<file path="src/rtl/fetch_sequencer.sv">
// Program-counter and fetch sequencer with a req/done run handshake, stall,
// and a hardware call/return stack. All outputs are registered.
module fetch_sequencer #(
  parameter int PW         = 12,
  parameter int SD         = 4,
  parameter int START_ADDR = 0,
  parameter int END_ADDR   = 128,
  parameter int CW         = 16
) (
  input  logic          clk,
  input  logic          reset,
  input  logic          req,
  input  logic          stall,
  input  logic          jump_en,
  input  logic          branch_en,
  input  logic          zero,
  input  logic          call_en,
  input  logic          ret_en,
  input  logic [PW-1:0] target,
  output logic [PW-1:0] prog_ctr,
  output logic          fetch_valid,
  output logic          done,
  output logic          stack_err,
  output logic [CW-1:0] cycle_cnt
);

  localparam int SPW = $clog2(SD + 1);
  localparam int IW  = (SD > 1) ? $clog2(SD) : 1;
  localparam logic [PW-1:0]  START_L = PW'(START_ADDR);
  localparam logic [PW-1:0]  END_L   = PW'(END_ADDR);
  localparam logic [SPW-1:0] FULL_L  = SPW'(SD);

  typedef enum logic [1:0] {
    S_IDLE = 2'd0,
    S_RUN  = 2'd1,
    S_DONE = 2'd2
  } state_e;

  state_e         state_q, state_d;
  logic [PW-1:0]  pc_q, pc_d;
  logic           fv_q, fv_d;
  logic           done_q, done_d;
  logic           err_q, err_d;
  logic [CW-1:0]  cnt_q, cnt_d;
  logic [SPW-1:0] sp_q, sp_d;
  logic [PW-1:0]  stack_q [SD];

  logic [PW-1:0]  pc_inc_s;
  logic [PW-1:0]  npc_s;
  logic [SPW-1:0] sp_m1_s;
  logic           push_s;
  logic           pop_s;
  logic           abort_s;
  logic           err_set_s;
  logic           end_hit_s;
  logic           stack_we_s;

  // Next-PC selection and stack bookkeeping for a non-stalled RUN cycle
  always_comb begin
    pc_inc_s  = pc_q + PW'(1);
    sp_m1_s   = sp_q - SPW'(1);
    npc_s     = pc_inc_s;
    push_s    = 1'b0;
    pop_s     = 1'b0;
    abort_s   = 1'b0;
    err_set_s = 1'b0;
    if (ret_en) begin
      if (sp_q != '0) begin
        npc_s = stack_q[sp_m1_s[IW-1:0]];
        pop_s = 1'b1;
      end else begin
        // Underflow ends the run with the PC left where it was.
        npc_s     = pc_q;
        abort_s   = 1'b1;
        err_set_s = 1'b1;
      end
    end else if (call_en) begin
      npc_s = target;
      if (sp_q != FULL_L) begin
        push_s = 1'b1;
      end else begin
        err_set_s = 1'b1;
      end
    end else if (jump_en) begin
      npc_s = target;
    end else if (branch_en && zero) begin
      npc_s = target;
    end else begin
      npc_s = pc_inc_s;
    end
    end_hit_s = (npc_s == END_L) && !abort_s;
  end

  // Next-state logic
  always_comb begin
    state_d = state_q;
    case (state_q)
      S_IDLE: begin
        if (req) state_d = S_RUN;
        else     state_d = S_IDLE;
      end
      S_RUN: begin
        if (!stall && (abort_s || end_hit_s)) state_d = S_DONE;
        else                                  state_d = S_RUN;
      end
      S_DONE: begin
        if (!req) state_d = S_IDLE;
        else      state_d = S_DONE;
      end
      default: state_d = S_IDLE;
    endcase
  end

  // Next values of the registered outputs and stack pointer
  always_comb begin
    pc_d       = pc_q;
    fv_d       = fv_q;
    done_d     = done_q;
    err_d      = err_q;
    cnt_d      = cnt_q;
    sp_d       = sp_q;
    stack_we_s = 1'b0;
    case (state_q)
      S_IDLE: begin
        pc_d   = START_L;
        done_d = 1'b0;
        if (req) begin
          fv_d  = 1'b1;
          cnt_d = '0;
          err_d = 1'b0;
          sp_d  = '0;
        end else begin
          fv_d = 1'b0;
        end
      end
      S_RUN: begin
        if (cnt_q != '1) cnt_d = cnt_q + CW'(1);
        else             cnt_d = cnt_q;
        if (!stall) begin
          if (err_set_s) err_d = 1'b1;
          else           err_d = err_q;
          if (push_s) begin
            sp_d       = sp_q + SPW'(1);
            stack_we_s = 1'b1;
          end else if (pop_s) begin
            sp_d = sp_m1_s;
          end else begin
            sp_d = sp_q;
          end
          if (abort_s) begin
            fv_d   = 1'b0;
            done_d = 1'b1;
          end else begin
            pc_d = npc_s;
            if (end_hit_s) begin
              fv_d   = 1'b0;
              done_d = 1'b1;
            end else begin
              fv_d   = 1'b1;
              done_d = 1'b0;
            end
          end
        end else begin
          pc_d = pc_q;
          sp_d = sp_q;
        end
      end
      S_DONE: begin
        fv_d = 1'b0;
        if (!req) begin
          done_d = 1'b0;
          pc_d   = START_L;
        end else begin
          done_d = 1'b1;
        end
      end
      default: begin
        pc_d   = START_L;
        fv_d   = 1'b0;
        done_d = 1'b0;
        err_d  = 1'b0;
        cnt_d  = '0;
        sp_d   = '0;
      end
    endcase
  end

  // State and output registers
  always_ff @(posedge clk or negedge reset) begin
    if (!reset) begin
      state_q <= S_IDLE;
      pc_q    <= START_L;
      fv_q    <= 1'b0;
      done_q  <= 1'b0;
      err_q   <= 1'b0;
      cnt_q   <= '0;
      sp_q    <= '0;
    end else begin
      state_q <= state_d;
      pc_q    <= pc_d;
      fv_q    <= fv_d;
      done_q  <= done_d;
      err_q   <= err_d;
      cnt_q   <= cnt_d;
      sp_q    <= sp_d;
    end
  end

  // Return-address storage
  always_ff @(posedge clk or negedge reset) begin
    if (!reset) begin
      for (int i = 0; i < SD; i++) stack_q[i] <= '0;
    end else if (stack_we_s) begin
      stack_q[sp_q[IW-1:0]] <= pc_inc_s;
    end
  end

  assign prog_ctr    = pc_q;
  assign fetch_valid = fv_q;
  assign done        = done_q;
  assign stack_err   = err_q;
  assign cycle_cnt   = cnt_q;

endmodule

</file>
<file path="config.mk">
export PLATFORM = sky130hd
export DESIGN_NAME = fetch_sequencer
export DESIGN_NICKNAME = d
export VERILOG_FILES = /design/src/rtl/fetch_sequencer.sv
export SDC_FILE = /design/constraint.sdc
export NUM_CORES = 1
export LEC_CHECK = 0
export CAP_MARGIN = 15
export CORE_MARGIN = 2
export CORE_UTILIZATION = 31
export CTS_CLUSTER_SIZE = 12
export DETAILED_ROUTE_END_ITERATION = 8
export DONT_BUFFER_PORTS = 1
export GPL_TIMING_DRIVEN = 0
export PLACE_DENSITY = 0.54
export SYNTH_ARGS = -nofsm -noshare
export SYNTH_HDL_FRONTEND = slang
export SYNTH_SLANG_ARGS = --single-unit
</file>
<file path="constraint.sdc">
create_clock -name clk -period 6.92 [get_ports clk]
set_clock_uncertainty 0.2 [all_clocks]
set_input_delay 0.692 -clock clk [delete_from_list [all_inputs] [get_ports clk]]
set_output_delay 0.692 -clock clk [all_outputs]
set_load 0.01 [all_outputs]
</file>
======== Word level (Yosys, flattened, before mapping) ========
Cells that the tools add are included.
word-level totals
  register bits ........................... 84
  output and inout bits ................... 31
  logic and storage cells ................. 99
operators by class
  $add $sub $neg .......................... 4
  magnitude comparators ................... 3
  equality and inequality tests ........... 12
  mux-type cells .......................... 53
  bitwise logic cells ..................... 3
  reductions and logical operators ........ 13
operator list
  kind                                                  number
  two-way mux 12 bit                                    11
  bitwise mux 48 bit                                    1
  case mux 16 bit (3 select lines)                      1
  two-way mux 16 bit                                    2
  binary-select mux 12 bit (select 2 bit)               1
  demux 12 bit (select 2 bit)                           1
  two-way mux 1 bit                                     24
  case mux 12 bit (2 select lines)                      1
  adder 16 x 1 -> 16 bit, second input constant         1
  != test 16 bit, second input constant                 1
  adder 12 x 1 -> 12 bit, second input constant         1
  equality test 12 x 8 -> 1 bit, second input constant  1
  two-way mux 3 bit                                     4
  != test 2 bit, second input constant                  6
  case mux 3 bit (3 select lines)                       1
  AND reduction 4 bit                                   2
  >= comparator 3 bit, second input constant            2
  != test 3 bit, second input constant                  2
  inverter 2 -> 3 bit                                   2
  case mux 2 bit (3 select lines)                       1
  AND reduction 3 bit                                   2
  logical AND 1 bit                                     4
  two-way mux 2 bit                                     2
  case mux 1 bit (2 select lines)                       2
  other kinds (11)                                      12

======== Depth between registers and ports, before layout ========
  depth after elaboration ................. 13
  mapped depth ............................ 13

======== Least setup slack after synthesis ========
Ideal clock, no wire load.
  path kind ............................... register -> register
  from .................................... reg sp_q[0]
  to ...................................... reg done_q (netlist: done)
  arrival time ............................ 2.951 ns
  data required time ...................... 6.654 ns
  slack ................................... 3.703 ns
  stages on the path, launching flop included .. 13
  buffers on the path ..................... 3
  cells stage by stage .................... dfrtp_1 > buf_6 > buf_2 > inv_1 > ha_1 > clkbuf_1 > mux4_2 > mux2_2 > nand2_1 > nand4_1 > or4_4 > o211ai_2 > a41o_1
between the ends
  cells in the longest elaborated chain, start to end .. 13
  elaborated cells on any way between the ends .. 17
RTL lines
  what                                                    line  RTL
  from (decl)                                             45    logic [SPW-1:0] sp_q, sp_d;
  from (signal assigned)                                  205   sp_q <= sp_d;
  subtractor 3 x 1 -> 3 bit                               61    sp_m1_s = sp_q - SPW'(1);
  inverter 2 -> 3 bit (not written as such)               69    npc_s = stack_q[sp_m1_s[IW-1:0]];
  binary-select mux 12 bit (select 2 bit)                 69
  two-way mux 12 bit (not written as such) (2 in series)  69
  two-way mux 12 bit                                      68    if (sp_q != '0) begin
  two-way mux 12 bit                                      67    if (ret_en) begin
  equality test 12 x 8 -> 1 bit                           91    end_hit_s = (npc_s == END_L) && !abort_s;
  logical AND 1 bit                                       91
  two-way mux 1 bit                                       155   if (end_hit_s) begin
  two-way mux 1 bit *                                     150   if (abort_s) begin
  two-way mux 1 bit *                                     139   if (!stall) begin
  case mux 1 bit (2 select lines) *                       123   case (state_q)
  to (signal assigned)                                    202   done_q <= done_d;
  to (decl)                                               42    logic done_q, done_d;
Every way passes the cells marked *; elsewhere a longest branch is shown, timed or not. The select of a mux whose other input is x is not followed.
A chain may end at the register's enable or synchronous reset.

======== Worst setup path in the final report ========
Same ends and word-level chain as after synthesis.

==> impl_metrics.json <==
{
  "endpoint_kind": "flop",
  "top_layer": "met4",
  "max_stage_delay_ns": 0.39,
  "cp-start-kind": "flop",
  "first_global_vias": 3682,
  "worst-r2r-cell-count": 13,
  "hp-class": "in -> async",
  "status": "complete, no violations",
  "vias_per_cell": 5.294,
  "path_class": "reg -> reg",
  "r2r_start": "sp_q[0]",
  "multi_input_comb_area_um2": 2305,
  "avgSynthCellArea_um2": 9.516,
  "power_leakage_uw": 0.002237,
  "netSwitchingFraction_pct": 38.78,
  "grt_max_degree": 85,
  "synth_seq_cells": 84,
  "ant_nets": 0,
  "drive_gt1_share_pct": 8.871,
  "pwr-share-seq_pct": 39.0,
  "die_x_um": 125.3,
  "cts_tree": "done",
  "hold_slack_ns": 0.04272,
  "layout.nets": 523,
  "period_share_pct": 56.97,
  "synth.top_cell.area_share_pct": 46.12,
  "postSynthCellCount": 479,
  "synth-edff-count": 0,
  "clk_pin_slew_ns": 0.07,
  "met2_length_mm": 5.779,
  "first_iter_violations": 327,
  "register_area_um2": 2102,
  "drv_cap": 0,
  "start_util_pct": 31.60,
  "route.detailed.drc": 0,
  "hpwl_mm": 8.774,
  "htreeDepth": 3,
  "fmax_ghz": 0.2537,
  "ir_drop_mv": 0.1360,
  "p_switching_uw": 733.4,
  "hold_viol": 0,
  "ys_warn_count": 0,
  "clkPwrFrac_pct": 27.3,
  "portBuffers": 0,
  "synth_top_area_cell": "dfrtp_1",
  "slew_viol_final": 0,
  "setup_viol_count_final": 0,
  "die_h_um": 125.3,
  "ys.flop_type": "dfrtp_1",
  "io_pins": 52,
  "async_reset_ff_share_pct": 100.0,
  "grt_pass1_wl_mm": 20.10,
  "grt_util_all_layers_pct": 16.27,
  "dieArea_um2": 15690,
  "relSlewSlack_pct": 47.81,
  "grt_overflow": 0,
  "wl_met1_mm": 5.422,
  "gp_congestion": 0.8553,
  "r2r_slack_ns": 2.98,
  "rsz0062_at_grt": "no",
  "dr_total_vias": 3600,
  "p_comb_share_pct": 33.7,
  "core_area_um2": 14420,
  "wl_per_cell_um": 17.96,
  "critPathMaxFanout": 10,
  "synthTopCellsByArea": "dfrtp_1, nand2_1, o21ai_0",
  "root_buffer": "clkbuf_16",
  "path_cells": "buf_6 > buf_2 > inv_1 > ha_1 > clkbuf_1 > buf_2 > mux2i_1 > nor3_1 > o32ai_1 > and4b_1 > nand4_1 > o211ai_2 > a41o_1",
  "worst_pin_slew_ns": 0.7814,
  "synth_area_um2": 4558,
  "finalSetupTns_ns": 0,
  "wl_met3_um": 789,
  "cp.arrival_ns": 4.02,
  "n_fill_cell": 1459,
  "syn-num-nets": 511,
  "cpMostUsedCell": "buf_2",
  "r2r_end": "done",
  "seq_area_frac_synth_pct": 46.12,
  "clkLatencyLatePin_ns": 0.34,
  "internal_power_uw": 1158,
  "fin_crit_ns": 3.942,
  "clockBufferDepth": 2,
  "dr.pass1.iters": 5,
  "drt_wl_total_mm": 12.22,
  "rows": 44,
  "powerDensity_nw_per_um2": 368.5,
  "crit_slowest_cell": "dfrtp_1",
  "cts_made_buffers": 9,
  "synthDistinctLibCells": 52,
  "syn_to_final_growth_pct": 12.57,
  "worst-endpoint-required_ns": 7.00,
  "clock_sinks": 84,
  "n_antenna_cell": 0,
  "antenna_found_initial": 0
}
==> timing repair <==
| action | CTS | global route |
|---|---|---|
| gates resized for setup | 0 | 0 |
| buffers inserted | 0 | 0 |
| hold endpoints to repair | 84 | 0 |
| hold buffers | 1 | 0 |
==> worst max-delay path by stage <==
stage	cells past startpoint	to	startpoint	slack [ns]
floorplan	12	done	sp_q[0]	3.70
global placement	13	done	sp_q[0]	2.94
detailed placement	13	done	sp_q[0]	2.97
CTS	13	done	sp_q[0]	2.94
global route	13	done	sp_q[0]	2.71
finish	13	done	sp_q[0]	2.98
==> state kept, by name, summed over array words and instances (netlist names) <==
signal / cells
stack_q: 48
cycle_cnt: 16
prog_ctr: 12
sp_q: 3
state_q: 2
done: 1
fetch_valid: 1
stack_err: 1
==> synthesized netlist by cell type (4+ instances only) <==
master and count:
dfrtp_1 84, nand2_1 83, o21ai_0 49, nor2_1 42, clkbuf_1 20, xor2_1 19
a21oi_1 18, nand3_1 16, ha_1 11, inv_1 10, mux2i_1 10, nand4_1 10
and2_1 9, a211oi_1 8, mux2_2 8, mux4_2 8, and3_1 6, nor2b_1 6
and4_1 5, xnor2_1 5, buf_2 4, o31ai_1 4
==> through the flow <==
step | cell area (um2) | setup slack [ns] | utilization (%) | instances | power (uW)
6_report | 5131 | 2.978 | 35.57 | 680 | 1891
5_1_grt | 5131 | 2.711 | 35.57 | 680 | 2026
4_1_cts | 5131 | 2.941 | 35.57 | 680 | 1907
3_5_place_dp | 4788 | 2.972 | 33.20 | 663 | 1374
3_3_place_gp | 4788 | 2.937 | 33.20 | 663 | 1359
2_1_floorplan | 4558 | 3.703 | - | 479 | 1187
==> logic make-up after synthesis <==
logic type	synth area share, %
xor+xnor	4.612
compound gates	14.03
buf+inv	3.322
fa+ha+maj	3.019
simple gates	19.63
mux	9.278
flops	46.12
==> cells in the final DEF, fill, tap and decap left out, drive strengths merged, types with 2 or more instances in the layout <==
cell type,Yosys,routed
dfrtp,84,84
nand2,83,83
o21ai,50,50
nor2,42,42
clkbuf,20,29
xor2,19,19
a21oi,18,18
nand3,16,16
inv,10,15
ha,11,11
nand4,11,11
mux2i,10,10
mux4,10,10
and2,9,9
a211oi,9,9
mux2,8,8
buf,7,8
nor2b,6,6
and3,6,6
and4,5,5
xnor2,5,5
o31ai,4,4
or4,4,4
nand2b,3,3
a31oi,3,3
a21o,3,3
a311o,2,2
nor3,2,2
a211o,2,2
o32ai,2,2
==> area by class of cell <==
class	count	share of cell area [%]
inverters	10	0.7315
multi-input cells	358	44.92
clock inverters	7	1.756
well taps	184	4.487
flip-flops and latches	84	40.97
plain buffers	27	2.219
clock buffers	9	4.389
repair buffers	1	0.5365
==> routing by layer <==
layer / GRT usage [%] / up-vias
met5: 0 / -
met4: 6.471 / 0
met3: 3.851 / 14
met2: 24.97 / 90
met1: 22.29 / 1787
li1: - / 1709
==> worst max-delay path, delay by kind of cell (launching register included) <==
family          cells  cell delay, ns
mux                 1            0.30
simple gates        3            0.49
flops               1            0.39
buf+inv             5            1.37
compound gates      3            0.79
fa+ha+maj           1            0.32
==> power by group through the flow <==
stage	logic, uW	registers, uW	clock network, uW
finish	637	738	516
global route	717	758	552
CTS	641	739	527
detailed placement	627	747	0
global placement	616	742	0
floorplan	478	709	0
Note: power is estimated with default switching activity, not from simulation.
